[src/rtl/cpu_pkg.sv]
// Shared CPU front-end definitions: instruction length, NOP encoding,
// default reset PC, the fetch-queue entry type and a saturating adder.
package cpu_pkg;

    localparam int          INSTR_LEN        = 4;
    localparam logic [31:0] NOP_INSTR        = 32'h0000_0013;
    localparam logic [31:0] DEFAULT_RESET_PC = 32'h0000_0000;

    typedef struct packed {
        logic [31:0] pc;
        logic [31:0] instr;
    } fetch_entry_t;

    // Unsigned 32-bit add that sticks at all-ones instead of wrapping.
    function automatic logic [31:0] sat_add32(input logic [31:0] a, input logic [31:0] b);
        logic [32:0] sum;
        sum = {1'b0, a} + {1'b0, b};
        return sum[32] ? 32'hFFFF_FFFF : sum[31:0];
    endfunction

endpackage

[src/rtl/fetch_queue_if.sv]
// IF/ID handshake bundle between the fetch queue and the IF/ID register.
// Handshake: an entry transfers in a cycle where valid_o and ready_i are both
// high; while valid_o is high and ready_i is low, pc_o/instr_o hold steady.
// ready_i is don't-care while valid_o is low.
interface fetch_queue_if;

    logic        valid_o;
    logic        ready_i;
    logic [31:0] pc_o;
    logic [31:0] instr_o;

    // Fetch side: produces entries.
    modport master (
        output valid_o,
        output pc_o,
        output instr_o,
        input  ready_i
    );

    // IF/ID side: consumes entries.
    modport slave (
        input  valid_o,
        input  pc_o,
        input  instr_o,
        output ready_i
    );

endinterface

[src/rtl/fetch_queue_fifo.sv]
// Generic DEPTH-entry FIFO of fetch_entry_t with synchronous clear.
// Clear wins over push/pop. Push while full is only honoured together with a pop.
module fetch_fifo
    import cpu_pkg::*;
#(
    parameter  int DEPTH = 4,
    localparam int PTR_W = $clog2(DEPTH),
    localparam int CNT_W = $clog2(DEPTH + 1)
) (
    input  logic             clk_i,
    input  logic             rst_i,
    input  logic             clear_i,
    input  logic             push_i,
    input  logic             pop_i,
    input  fetch_entry_t     wdata_i,
    output fetch_entry_t     rdata_o,
    output logic             full_o,
    output logic             empty_o,
    output logic [CNT_W-1:0] count_o
);

    fetch_entry_t     mem_q [DEPTH];
    logic [PTR_W-1:0] wr_ptr_q, wr_ptr_d;
    logic [PTR_W-1:0] rd_ptr_q, rd_ptr_d;
    logic [CNT_W-1:0] count_q, count_d;
    logic             push_ok;
    logic             pop_ok;

    assign empty_o = (count_q == '0);
    assign full_o  = (count_q == CNT_W'(DEPTH));
    assign count_o = count_q;
    assign rdata_o = mem_q[rd_ptr_q];

    assign pop_ok  = pop_i & ~empty_o & ~clear_i;
    assign push_ok = push_i & ~clear_i & (~full_o | pop_ok);

    // Next pointers and occupancy; DEPTH is a power of two so pointers wrap naturally.
    always_comb begin
        wr_ptr_d = wr_ptr_q;
        rd_ptr_d = rd_ptr_q;
        count_d  = count_q;
        if (clear_i) begin
            wr_ptr_d = '0;
            rd_ptr_d = '0;
            count_d  = '0;
        end else begin
            if (push_ok) begin
                wr_ptr_d = wr_ptr_q + PTR_W'(1);
            end
            if (pop_ok) begin
                rd_ptr_d = rd_ptr_q + PTR_W'(1);
            end
            if (push_ok && !pop_ok) begin
                count_d = count_q + CNT_W'(1);
            end else if (pop_ok && !push_ok) begin
                count_d = count_q - CNT_W'(1);
            end
        end
    end

    // Pointer and count registers, cleared asynchronously by reset.
    always_ff @(posedge clk_i or posedge rst_i) begin
        if (rst_i) begin
            wr_ptr_q <= '0;
            rd_ptr_q <= '0;
            count_q  <= '0;
        end else begin
            wr_ptr_q <= wr_ptr_d;
            rd_ptr_q <= rd_ptr_d;
            count_q  <= count_d;
        end
    end

    // Storage array; contents are only observed through a non-empty head.
    always_ff @(posedge clk_i) begin
        if (push_ok) begin
            mem_q[wr_ptr_q] <= wdata_i;
        end
    end

endmodule

[src/rtl/fetch_queue.sv]
// Instruction-fetch front end: owns the fetch PC, drives the combinational
// instruction memory, buffers {pc, instr} pairs in fetch_fifo and hands them
// to IF/ID. A taken branch (redirect_i) flushes the queue and retargets fetch.
// Optional build macro FETCH_QUEUE_STATS_EN adds fetch_cnt_o / flush_cnt_o.
module fetch_queue
    import cpu_pkg::*;
#(
    parameter  int          DEPTH    = 4,
    parameter  logic [31:0] RESET_PC = DEFAULT_RESET_PC,
    localparam int          CNT_W    = $clog2(DEPTH + 1)
) (
    input  logic             clk_i,
    input  logic             rst_i,
    input  logic             start_i,
    output logic [31:0]      imem_addr_o,
    input  logic [31:0]      imem_instr_i,
    input  logic             redirect_i,
    input  logic [31:0]      redirect_pc_i,
    fetch_queue_if.master    ifid,
`ifdef FETCH_QUEUE_STATS_EN
    output logic [31:0]      fetch_cnt_o,
    output logic [31:0]      flush_cnt_o,
`endif
    output logic [CNT_W-1:0] count_o
);

    logic [31:0]      fetch_pc_q, fetch_pc_d;
    logic             push, pop;
    logic             full, empty;
    logic [CNT_W-1:0] count;
    fetch_entry_t     head;
    fetch_entry_t     wentry;
    logic             unused_pc_bits;

    // Branch targets are forced word-aligned, so the low bits are dropped.
    assign unused_pc_bits = ^redirect_pc_i[1:0];

    // Redirect suppresses both queue operations; a full queue accepts a push
    // only when the head leaves in the same cycle.
    assign pop  = ~empty & ifid.ready_i & ~redirect_i;
    assign push = start_i & ~redirect_i & (~full | pop);

    assign wentry.pc    = fetch_pc_q;
    assign wentry.instr = imem_instr_i;

    fetch_fifo #(
        .DEPTH (DEPTH)
    ) u_fifo (
        .clk_i   (clk_i),
        .rst_i   (rst_i),
        .clear_i (redirect_i),
        .push_i  (push),
        .pop_i   (pop),
        .wdata_i (wentry),
        .rdata_o (head),
        .full_o  (full),
        .empty_o (empty),
        .count_o (count)
    );

    assign imem_addr_o = fetch_pc_q;
    assign count_o     = count;

    // Head presentation: NOP at PC 0 whenever nothing is queued.
    always_comb begin
        ifid.valid_o = 1'b0;
        ifid.pc_o    = 32'h0;
        ifid.instr_o = NOP_INSTR;
        if (!empty) begin
            ifid.valid_o = 1'b1;
            ifid.pc_o    = head.pc;
            ifid.instr_o = head.instr;
        end
    end

    // Next fetch PC: redirect target wins, otherwise advance on each push.
    always_comb begin
        fetch_pc_d = fetch_pc_q;
        if (redirect_i) begin
            fetch_pc_d = {redirect_pc_i[31:2], 2'b00};
        end else if (push) begin
            fetch_pc_d = fetch_pc_q + 32'(INSTR_LEN);
        end
    end

    // Fetch PC register.
    always_ff @(posedge clk_i or posedge rst_i) begin
        if (rst_i) begin
            fetch_pc_q <= RESET_PC;
        end else begin
            fetch_pc_q <= fetch_pc_d;
        end
    end

`ifdef FETCH_QUEUE_STATS_EN
    logic [31:0] fetch_cnt_q, fetch_cnt_d;
    logic [31:0] flush_cnt_q, flush_cnt_d;

    // Statistics: pushes seen and entries thrown away by redirects, saturating.
    always_comb begin
        fetch_cnt_d = fetch_cnt_q;
        flush_cnt_d = flush_cnt_q;
        if (push) begin
            fetch_cnt_d = sat_add32(fetch_cnt_q, 32'd1);
        end
        if (redirect_i) begin
            flush_cnt_d = sat_add32(flush_cnt_q, 32'(count));
        end
    end

    // Statistics registers.
    always_ff @(posedge clk_i or posedge rst_i) begin
        if (rst_i) begin
            fetch_cnt_q <= 32'h0;
            flush_cnt_q <= 32'h0;
        end else begin
            fetch_cnt_q <= fetch_cnt_d;
            flush_cnt_q <= flush_cnt_d;
        end
    end

    assign fetch_cnt_o = fetch_cnt_q;
    assign flush_cnt_o = flush_cnt_q;
`endif

endmodule
[src/flat_wrapper.sv]
// flat-port wrapper written by rule: the top's interface ports become plain ports
module fetch_queue_flat import cpu_pkg::*;
#(
    parameter  int          DEPTH    = 4,
    parameter  logic [31:0] RESET_PC = DEFAULT_RESET_PC,
    localparam int          CNT_W    = $clog2(DEPTH + 1)
)
  (clk_i, rst_i, start_i, imem_addr_o, imem_instr_i, redirect_i, redirect_pc_i, count_o, ifid_valid_o, ifid_pc_o, ifid_instr_o, ifid_ready_i);
  fetch_queue_if ifid_i ();
  input  logic clk_i;
  input  logic rst_i;
  input  logic start_i;
  output logic [31:0] imem_addr_o;
  input  logic [31:0] imem_instr_i;
  input  logic redirect_i;
  input  logic [31:0] redirect_pc_i;
  output logic [CNT_W-1:0] count_o;
  output wire logic [$bits(ifid_i.valid_o)-1:0] ifid_valid_o;
  output wire logic [$bits(ifid_i.pc_o)-1:0] ifid_pc_o;
  output wire logic [$bits(ifid_i.instr_o)-1:0] ifid_instr_o;
  input wire logic [$bits(ifid_i.ready_i)-1:0] ifid_ready_i;
  assign ifid_valid_o = ifid_i.valid_o;
  assign ifid_pc_o = ifid_i.pc_o;
  assign ifid_instr_o = ifid_i.instr_o;
  assign ifid_i.ready_i = ifid_ready_i;
  fetch_queue #(.DEPTH(DEPTH), .RESET_PC(RESET_PC)) u_core (.clk_i(clk_i), .rst_i(rst_i), .start_i(start_i), .imem_addr_o(imem_addr_o), .imem_instr_i(imem_instr_i), .redirect_i(redirect_i), .redirect_pc_i(redirect_pc_i), .ifid(ifid_i), .count_o(count_o));
endmodule
[config.mk]
export PLATFORM = sky130hd
export DESIGN_NAME = fetch_queue_flat
export DESIGN_NICKNAME = d
export VERILOG_FILES = /design/src/rtl/cpu_pkg.sv /design/src/rtl/fetch_queue_if.sv /design/src/rtl/fetch_queue_fifo.sv /design/src/rtl/fetch_queue.sv /design/src/flat_wrapper.sv
export SDC_FILE = /design/constraint.sdc
export NUM_CORES = 1
export LEC_CHECK = 0
export ABC_AREA = 0
export BUFFER_PORTS_ARGS = -buffer_cell sky130_fd_sc_hd__buf_2
export CAP_MARGIN = 40
export CORE_MARGIN = 3
export CORE_UTILIZATION = 40
export DETAILED_ROUTE_END_ITERATION = 10
export SLEW_MARGIN = 15
export SYNTH_ARGS = -nofsm -noshare
export SYNTH_HDL_FRONTEND = slang
export SYNTH_SLANG_ARGS = --single-unit
[constraint.sdc]
create_clock -name clk_i -period 3 [get_ports clk_i]
set_input_delay 0.3 -clock clk_i [delete_from_list [all_inputs] [get_ports clk_i]]
set_output_delay 0.3 -clock clk_i [all_outputs]
set_load 0.005 [all_outputs]
==> results of run 1 <==
final timing paths:
kind,from,to,slack [ps],cells after the start
worst max-delay path,u_core.u_fifo.count_o[0],ifid_pc_o[3],260,7
worst min-delay path,redirect_pc_i[21],u_core.imem_addr_o[21],30,3
worst max register to register,u_core.u_fifo.count_o[0],u_core.u_fifo.count_o[2],340,7
worst min register to register,u_core.u_fifo.wr_ptr_q[1],u_core.u_fifo.wr_ptr_q[1],590,2
max in group asynchronous,rst_i,u_core.u_fifo.rd_ptr_q[0],2190,4
min in group asynchronous,rst_i,u_core.imem_addr_o[22],420,4
cell type report:
class / instances / area [um^2]
multi-input cells: 330 / 3090
repair buffers: 235 / 1610
fillers: 2397 / 13700
clock inverters: 13 / 97.6
inverters: 9 / 33.8
flip-flops and latches: 285 / 8380
clock buffers: 43 / 881
well taps: 378 / 473
state kept, by name, summed over array words and instances (netlist names):
register,flops
u_core.u_fifo.count_o,3
u_core.u_fifo.wr_ptr_q,2
u_core.u_fifo.rd_ptr_q,2
u_core.u_fifo.mem_q,248
u_core.imem_addr_o,30
cell usage after synthesis (4+ instances only):
master	number	area share [%]
edfxtp_1	248	64
and2_1	67	3.6
mux4_2	62	12
dfrtp_1	37	7.9
clkbuf_1	27	0.87
nand2_1	25	0.80
nor2_1	25	0.80
nand3_1	18	0.77
o21ai_0	16	0.69
a31oi_1	13	0.70
or4_1	10	0.64
buf_2	9	0.39
inv_1	9	0.29
o31ai_1	9	0.58
xnor2_1	8	0.60
nand4_1	6	0.32
nor3_1	6	0.26
ha_1	5	0.54
xor2_1	5	0.38
buf_4	4	0.26
nor4_1	4	0.21
or2_2	4	0.21
or3_1	4	0.21
worst max-delay path: stages, from the launching register on:
cell     delay, ps
dfrtp_1        380
buf_4          170
nor3_1         390
buf_4          230
inv_2          120
buf_4          250
and2_1         210
buf_2          140
metrics by stage:
| step | cell area [um^2] | std cells | setup slack [ps] | power [W] | hold slack, ps |
|---|---|---|---|---|---|
| detailed placement | 13100 | 1188 | 309 | 0.00724 | 459 |
| floorplan | 11700 | 666 | 54.9 | 0.00614 | 399 |
| CTS | 14600 | 1293 | 184 | 0.0109 | 3.23 |
| finish | 14600 | 1293 | 257 | 0.0107 | 28.0 |
| global route | 14600 | 1293 | 121 | 0.0113 | 9.34 |
| global placement | 13100 | 1187 | 342 | 0.00721 | 448 |
cells by family (layout without fill, tap and decap cells):
| family | count (synthesis) | in the layout |
|---|---|---|
| xor+xnor | 13 | 13 |
| simple gates | 187 | 187 |
| compound gates | 56 | 56 |
| other cells | 1 | 4 |
| fa+ha+maj | 6 | 6 |
| buf+inv | 51 | 300 |
| flops | 285 | 285 |
| mux | 64 | 64 |
what timing repair did:
action                     CTS  global route
setup endpoints to repair    0             0
hold buffers                49             0
hold endpoints to repair   181             0
power groups by stage:
stage | registers (W) | clock network (W) | logic [W]
2_1_floorplan | 0.00475 | 0 | 0.00139
3_3_place_gp | 0.00486 | 0 | 0.00235
3_5_place_dp | 0.00487 | 0 | 0.00237
4_1_cts | 0.00479 | 0.00369 | 0.00243
5_1_grt | 0.00482 | 0.00386 | 0.00259
6_report | 0.00478 | 0.00359 | 0.00234
metal layers:
layer  track usage [%]  vias to the layer above  share of wire [%]
met1              23.5                     3388                 45
met2              26.9                      205                 47
met5                 0                        -                  0
met4              4.12                        0                2.2
met3              3.13                       44                5.8
li1                  -                     3087                  -
==> results.md, run 1 <==
* Sw Share at 26.1%
* Most frequent cells in the layout: edfxtp_1, buf_2, and2_1
* Synth Area in Adders at 0.708%
* Max_cap viols at 0
* Io pins at 169
* Multiplexer share of the synthesized area at 12.2%
* CTS tree: built
* Min Tclk post-route at 2740 ps
* Status: finished, final reports clean
* Vias in the first global route at 6,900
* Clock root cell: clkbuf_16
* Die Ht at 177 um
* RSZ-0062 raised after global routing: no
* Predominant post-synthesis flop cell: edfxtp_1
* Resize count post-CTS at 0
* Worst-Margin Slew at 864 ps
* Worst EP required at 2700 ps
* Initial Utilization at 41.3%
* Final Hold Vio Count at 0
* Compound-cell area share of the yosys netlist at 3.27%
* Hold crit path type: in2reg
* Synth Area in Simple Gates at 9.18%
* Synth Warn # at 0
* Crit path DAT at 2440 ps
* DR iter-0 viols at 383
* EDFF count, synth at 248
* Final-report setup violation count at 0
* All-Layer GR Usage at 16.6%
* Synth Register Bits at 285
* CTS Sinks at 285
* Ys async rst share at 13.0%
* Max Fclk at 365 MHz
* DR WL/cell at 19.8 um
* Clk buf depth at 3
* Final Slew Violations at 0
* Final Routed Wirelength at 25,600 um
* Worst-path fanout max at 20
* Post-DP HPWL at 16,400 um
* Post-synthesis cell area at 11,700 um^2
* Vias per inst at 5.20
* Fin crit share at 91.4%
* Critical path type: reg2out
* Pint at 0.00792 W
* Seq/Total Area, Yosys at 71.8%
* Max-slew headroom at 41.9%
* Post-CTS Repair Setup Buffers at 0
* Initial antenna violation count at 0
* Psw at 0.00279 W
* Clock slew seen by the registers of the worst setup and hold paths at 60 ps
* H-tree depth at 1
* Synth unique cells at 50
* Rows at 61
* Most common cell after layout, fill and taps aside: edfxtp_1
* Logic pwr share at 21.9%
* DR DRC count at 0
* Mean post-synth cell area at 17.6 um^2
* Clock network power share at 33.5%
* Port bufs at 162
* Full die area at 31,200 um^2
* XOR/XNOR Fraction of Synth Area at 0.976%
* CORE AREA at 28,200 um^2
* First-pass GRT wire length at 40,000 um
* Drt pass-1 iters at 5
* CP Launch Type: flip-flop
* Sequential share of power at 44.6%
* Maximum vdd drop at 404 uV
* CTS buffer count at 30
* Crit. End Element: output port
* TNS Setup at 0 ps
* Worst Skew at 10.8 ps
* Leakage at 5.14 nW
* Fin util at 51.6%
* Final nets at 966
* Largest family of logic cells by synthesized area: multiplexers
* Total power divided by cell area at 735 nW/um^2
* Pin count of the biggest net entering global routing at 38
* Layout cells sized above 1 at 33.8%
* Layout overhead on the synthesized area at 24.9%
* Antenna diodes at 0
* Final Wtd Congestion at 0.758
* Worst-skew pair later-pin latency at 540 ps
* Mapped Cells at 663
* GRT Residual Overflow at 0
* Chip Width at 177 um
* ANT nets after route at 0
* Routed via count at 6,724
No activity file was read; power rests on OpenSTA's default activity.
==> inputs of run 2 (changes only) <==
Settings changed: CORE_MARGIN 3 to 10, CTS_BUF_LIST from default to sky130_fd_sc_hd__clkbuf_4 sky130_fd_sc_hd__clkbuf_8 sky130_fd_sc_hd__clkbuf_16.
==> run 2 against run 1 <==
Count of clock-buffer cells in the layout down 6. Sequential share of layout area down 0.30 points. Flip-flop and latch count did not move. Critical path depth unchanged. Critical endpoint is now u_core.u_fifo.count_o[2].
==> results.md, run 2 (synthesized netlist as in run 1, its figures left out) <==
* Port bufs at 162
* All-Layer GR Usage at 14.6%
* DP Area at 13,100 um^2
* Worst-path fanout max at 8
* Critical path type: reg2reg
* CTS buffer count at 31
* Crit path DAT at 3150 ps
* Hold path cells at 3
* Worst-skew pair later-pin latency at 540 ps
* ANT nets after route at 0
* H-tree depth at 1
* Max-slew headroom at 55.9%
* TNS Setup at 0 ps
* Layout overhead on the synthesized area at 25.6%
* Vias per inst at 5.19
* Hold path startpoint: redirect_pc_i[11]
* Initial Utilization at 40.6%
* Initial antenna violation count at 0
* Final Hold Vio Count at 0
* Max FFs per register at 248
* Most common cell after layout, fill and taps aside: edfxtp_1
* Inst Count DP at 1,192
* Clock slew seen by the registers of the worst setup and hold paths at 60 ps
* Worst Hold Path EP: u_core.imem_addr_o[11]
* CP peak stage delay at 690 ps
* DR WL/cell at 20.9 um
* Final-report setup violation count at 0
* Full die area at 36,400 um^2
* Final Slew Violations at 0
* Max_cap viols at 0
* Clock root cell: clkbuf_16
* Fin crit share at 90.6%
* Total power divided by cell area at 744 nW/um^2
* Chip Width at 191 um
* CP Launch Type: flip-flop
* CP bufs+invs at 0
* Flop-to-flop setup slack at 280 ps
* Clk buf depth at 3
* R2r endpoint: u_core.u_fifo.count_o[2]
* # hold bufs at CTS at 50
* Final nets at 966
* Largest reg by FF count: u_core.u_fifo.mem_q
* Worst Skew at 8.62 ps
* Post-DP HPWL at 17,400 um
* Leakage at 5.17 nW
* CP max stage cell: or4b_2
* Crit-path leading delay family: simple AND/OR/NAND/NOR gates
* Drt pass-1 iters at 4
* DP Worst Slack at 283 ps
* Post-route insts no fill at 1,299
* GRT Residual Overflow at 0
* CTS Sinks at 285
* Antenna diodes at 0
* Worst path cell trace: or4b_2 -> nand2_1 -> nor2_1 -> and2_1 -> fa_1 -> o22ai_1 -> mux2_2
* Die Ht at 191 um
* CTS tree: built
* Worst-Margin Slew at 655 ps
* Routed via count at 6,737
* Status: finished, final reports clean
* Rows at 62
* Final Wtd Congestion at 0.763
* First-pass GRT wire length at 41,700 um
* Resize count post-CTS at 0
* DR iter-0 viols at 355
* Min Tclk post-route at 2720 ps
* Most frequent cells in the layout: edfxtp_1, buf_2, and2_1
* CORE AREA at 28,700 um^2
* Post-CTS Repair Setup Buffers at 0
* Final Cell Area at 14,600 um^2
* Final Routed Wirelength at 27,100 um
* Io pins at 169
* Crit. End Element: flip-flop
* DR DRC count at 0
* RSZ-0062 raised after global routing: no
* Worst setup margin at 282 ps
* Worst reg2reg startpoint: u_core.u_fifo.count_o[2]
* Pin count of the biggest net entering global routing at 37
* Maximum vdd drop at 388 uV
* Worst EP required at 3430 ps
* Hold crit path type: in2reg
* Vias in the first global route at 7,094
* Hold Slack at 27.2 ps
* Max Fclk at 368 MHz
* Layout cells sized above 1 at 33.8%
* R2R cell count at 7
## run 2: through the flow
| stage | util (%) | power (W) |
|---|---|---|
| after floorplan | - | 0.00614 |
| after global placement | 45.6 | 0.00722 |
| after detailed placement | 45.8 | 0.00727 |
| after CTS | 51.0 | 0.0111 |
| after global routing | 51.0 | 0.0115 |
| final | 51.0 | 0.0109 |
## run 2: how the worst max path moves through the flow
stage                             start                   endpoint  cells past startpoint
2_1_floorplan  u_core.u_fifo.count_o[1]  u_core.u_fifo.mem_q[0][0]                      5
3_5_place_dp   u_core.u_fifo.count_o[2]   u_core.u_fifo.count_o[2]                      7
6_report       u_core.u_fifo.count_o[2]   u_core.u_fifo.count_o[2]                      7
5_1_grt        u_core.u_fifo.count_o[0]              ifid_pc_o[31]                      7
3_3_place_gp   u_core.u_fifo.count_o[2]   u_core.u_fifo.count_o[2]                      7
4_1_cts        u_core.u_fifo.count_o[0]              ifid_pc_o[31]                      7
## run 2: report_power, final
part / switching (W) / leakage, nW / total (W) / internal, W
clock network: 0.00147 / 0.510 / 0.00375 / 0.00228
registers: 0.000203 / 2.69 / 0.00476 / 0.00456
logic: 0.00114 / 1.97 / 0.00239 / 0.00125
## run 2: final cells by class
class	instances	area (um^2)
Fill cell	2416	14100
Sequential cell	285	8380
Multi-Input combinational cell	330	3090
Timing Repair Buffer	234	1650
Clock buffer	37	821
Tap cell	384	480
Clock inverter	20	194
Inverter	9	33.8
## run 2: routing by layer
metal	global-route usage [%]	part of all wire, %
met1	19.9	45
met2	23.7	48
met3	3.13	5.9
met4	3.09	1.4
met5	0	0
## run 2: worst register-to-register path, cell delays in order (launching register included)
cell and delay (ps):
dfrtp_1 490, or4b_2 690, nand2_1 230, nor2_1 140, and2_1 190, fa_1 380
o22ai_1 140, mux2_2 350
==> inputs of run 3 (changes only) <==
Settings changed: CTS_BUF_LIST sky130_fd_sc_hd__clkbuf_4 sky130_fd_sc_hd__clkbuf_8 sky130_fd_sc_hd__clkbuf_16 to sky130_fd_sc_hd__clkbuf_8.
==> run 3 against run 2 <==
Sequential share of layout area is 0.14 points higher. Count of clock-buffer cells in the layout is 17 higher. Cell area is 0.25% lower. Flip-flop and latch count stayed put. Worst hold slack better by 18 ps. First-iteration DRC count is 13% higher. Cell count is 2.8% higher.
==> results.md, run 3 (synthesized netlist as in run 1, its figures left out) <==
* GRT Residual Overflow at 0
* DR iter-0 viols at 401
* CP Launch Type: flip-flop
* CTS tree: built
* Worst setup margin at 280 ps
* Final Routed Wirelength at 27,400 um
* Post-CTS Repair Setup Buffers at 0
* Final nets at 990
* Max FFs per register at 248
* Most frequent cells in the layout: edfxtp_1, buf_2, and2_1
* Initial Utilization at 40.6%
* Crit. End Element: flip-flop
* Final Wtd Congestion at 0.763
* Layout cells sized above 1 at 34.1%
* Post-DP HPWL at 17,400 um
* ANT nets after route at 0
* Die Ht at 191 um
* Fill cell count at 2,446
* Leakage at 5.22 nW
* Max_cap viols at 0
* Final Power at 0.0104 W
* Resize count post-CTS at 0
* Full die area at 36,400 um^2
* Max-slew headroom at 55.9%
* CTS buffer count at 48
* Worst Skew at 11.9 ps
* Antenna diodes at 0
* Routed via count at 6,892
* Clock slew seen by the registers of the worst setup and hold paths at 70 ps
* Layout overhead on the synthesized area at 25.3%
* DP Worst Slack at 283 ps
* Port bufs at 162
* H-tree depth at 2
* All-Layer GR Usage at 14.9%
* Final-report setup violation count at 0
* Min Tclk post-route at 2720 ps
* Hold crit path type: in2reg
* Critical path type: reg2reg
* Worst EP required at 3430 ps
* RSZ-0062 raised after global routing: no
* CORE AREA at 28,700 um^2
* Vias in the first global route at 7,300
* Total power divided by cell area at 712 nW/um^2
* Worst-path fanout max at 8
* Vias per inst at 5.16
* Most common cell after layout, fill and taps aside: edfxtp_1
* Pin count of the biggest net entering global routing at 37
* Io pins at 169
* Chip Width at 191 um
* Hold Slack at 44.7 ps
* Area of the multi-input gates at 3090 um^2
* FF+latch area at 8380 um^2
* Final Slew Violations at 0
* Largest reg by FF count: u_core.u_fifo.mem_q
* Drt pass-1 iters at 4
* DR DRC count at 0
* CTS Sinks at 285
* First-pass GRT wire length at 42,200 um
* DR WL/cell at 20.6 um
* Fin crit share at 90.7%
* Worst-skew pair later-pin latency at 550 ps
* Clk buf depth at 3
* Maximum vdd drop at 320 uV
* TNS Setup at 0 ps
* Initial antenna violation count at 0
* Clock root cell: clkbuf_8
* Final Hold Vio Count at 0
* Status: finished, final reports clean
* Max Fclk at 368 MHz
* Worst-Margin Slew at 660 ps
* Crit path DAT at 3150 ps
* Rows at 62
run 3: what timing repair did:
action	in CTS	in global routing
hold buffers	57	0
hold endpoints to repair	179	0
setup endpoints to repair	0	0
run 3: area by class of cell:
type,count,share of cell area [%]
timing repair buffer,241,11.7
clock buffer,54,5.09
inverter,9,0.231
sequential,285,57.4
tap,384,3.29
multi-input combinational,330,21.2
clock inverter,32,1.13
run 3: metrics by stage:
step           cells  utilization (%)  instance area (um^2)
6_report        1335             50.9                 14600
3_5_place_dp    1192             45.8                 13100
2_1_floorplan    666                -                 11700
4_1_cts         1335             50.9                 14600
3_3_place_gp    1190             45.6                 13100
5_1_grt         1335             50.9                 14600
run 3: metal layers:
layer  up-vias  wire length, um  GRT usage, %  share of wire, %
met2       215            13000          23.8                47
li1       3127                -             -                 -
met1      3511            12500          19.9                45
met5         -                0             0                 0
met4         0              395          4.09               1.4
met3        39             1580          3.58               5.8
run 3: worst paths after layout:
check                      depth (start not counted)  slack, ps                         to                       from
setup / recovery                                   7        280   u_core.u_fifo.count_o[2]   u_core.u_fifo.count_o[2]
hold reg to reg                                    2        590  u_core.u_fifo.wr_ptr_q[1]  u_core.u_fifo.wr_ptr_q[1]
setup reg to reg                                   7        280   u_core.u_fifo.count_o[2]   u_core.u_fifo.count_o[2]
min in group asynchronous                          3        240     u_core.imem_addr_o[19]                      rst_i
hold / removal                                     3         40     u_core.imem_addr_o[29]          redirect_pc_i[29]
max in group asynchronous                          5       2140      u_core.imem_addr_o[2]                      rst_i
run 3: worst max-delay path, stage by stage (launching register included):
cell	delay (ps)
dfrtp_1	500
or4b_2	690
nand2_1	230
nor2_1	130
and2_1	190
fa_1	380
o22ai_1	140
mux2_2	350
run 3: power by group:
part           internal, W  total, W  leakage, nW  switching (W)
Combinational      0.00125   0.00240         2.00        0.00114
Sequential         0.00456   0.00476         2.69       0.000203
Clock              0.00173   0.00324        0.525        0.00151
Total              0.00754    0.0104         5.22        0.00285
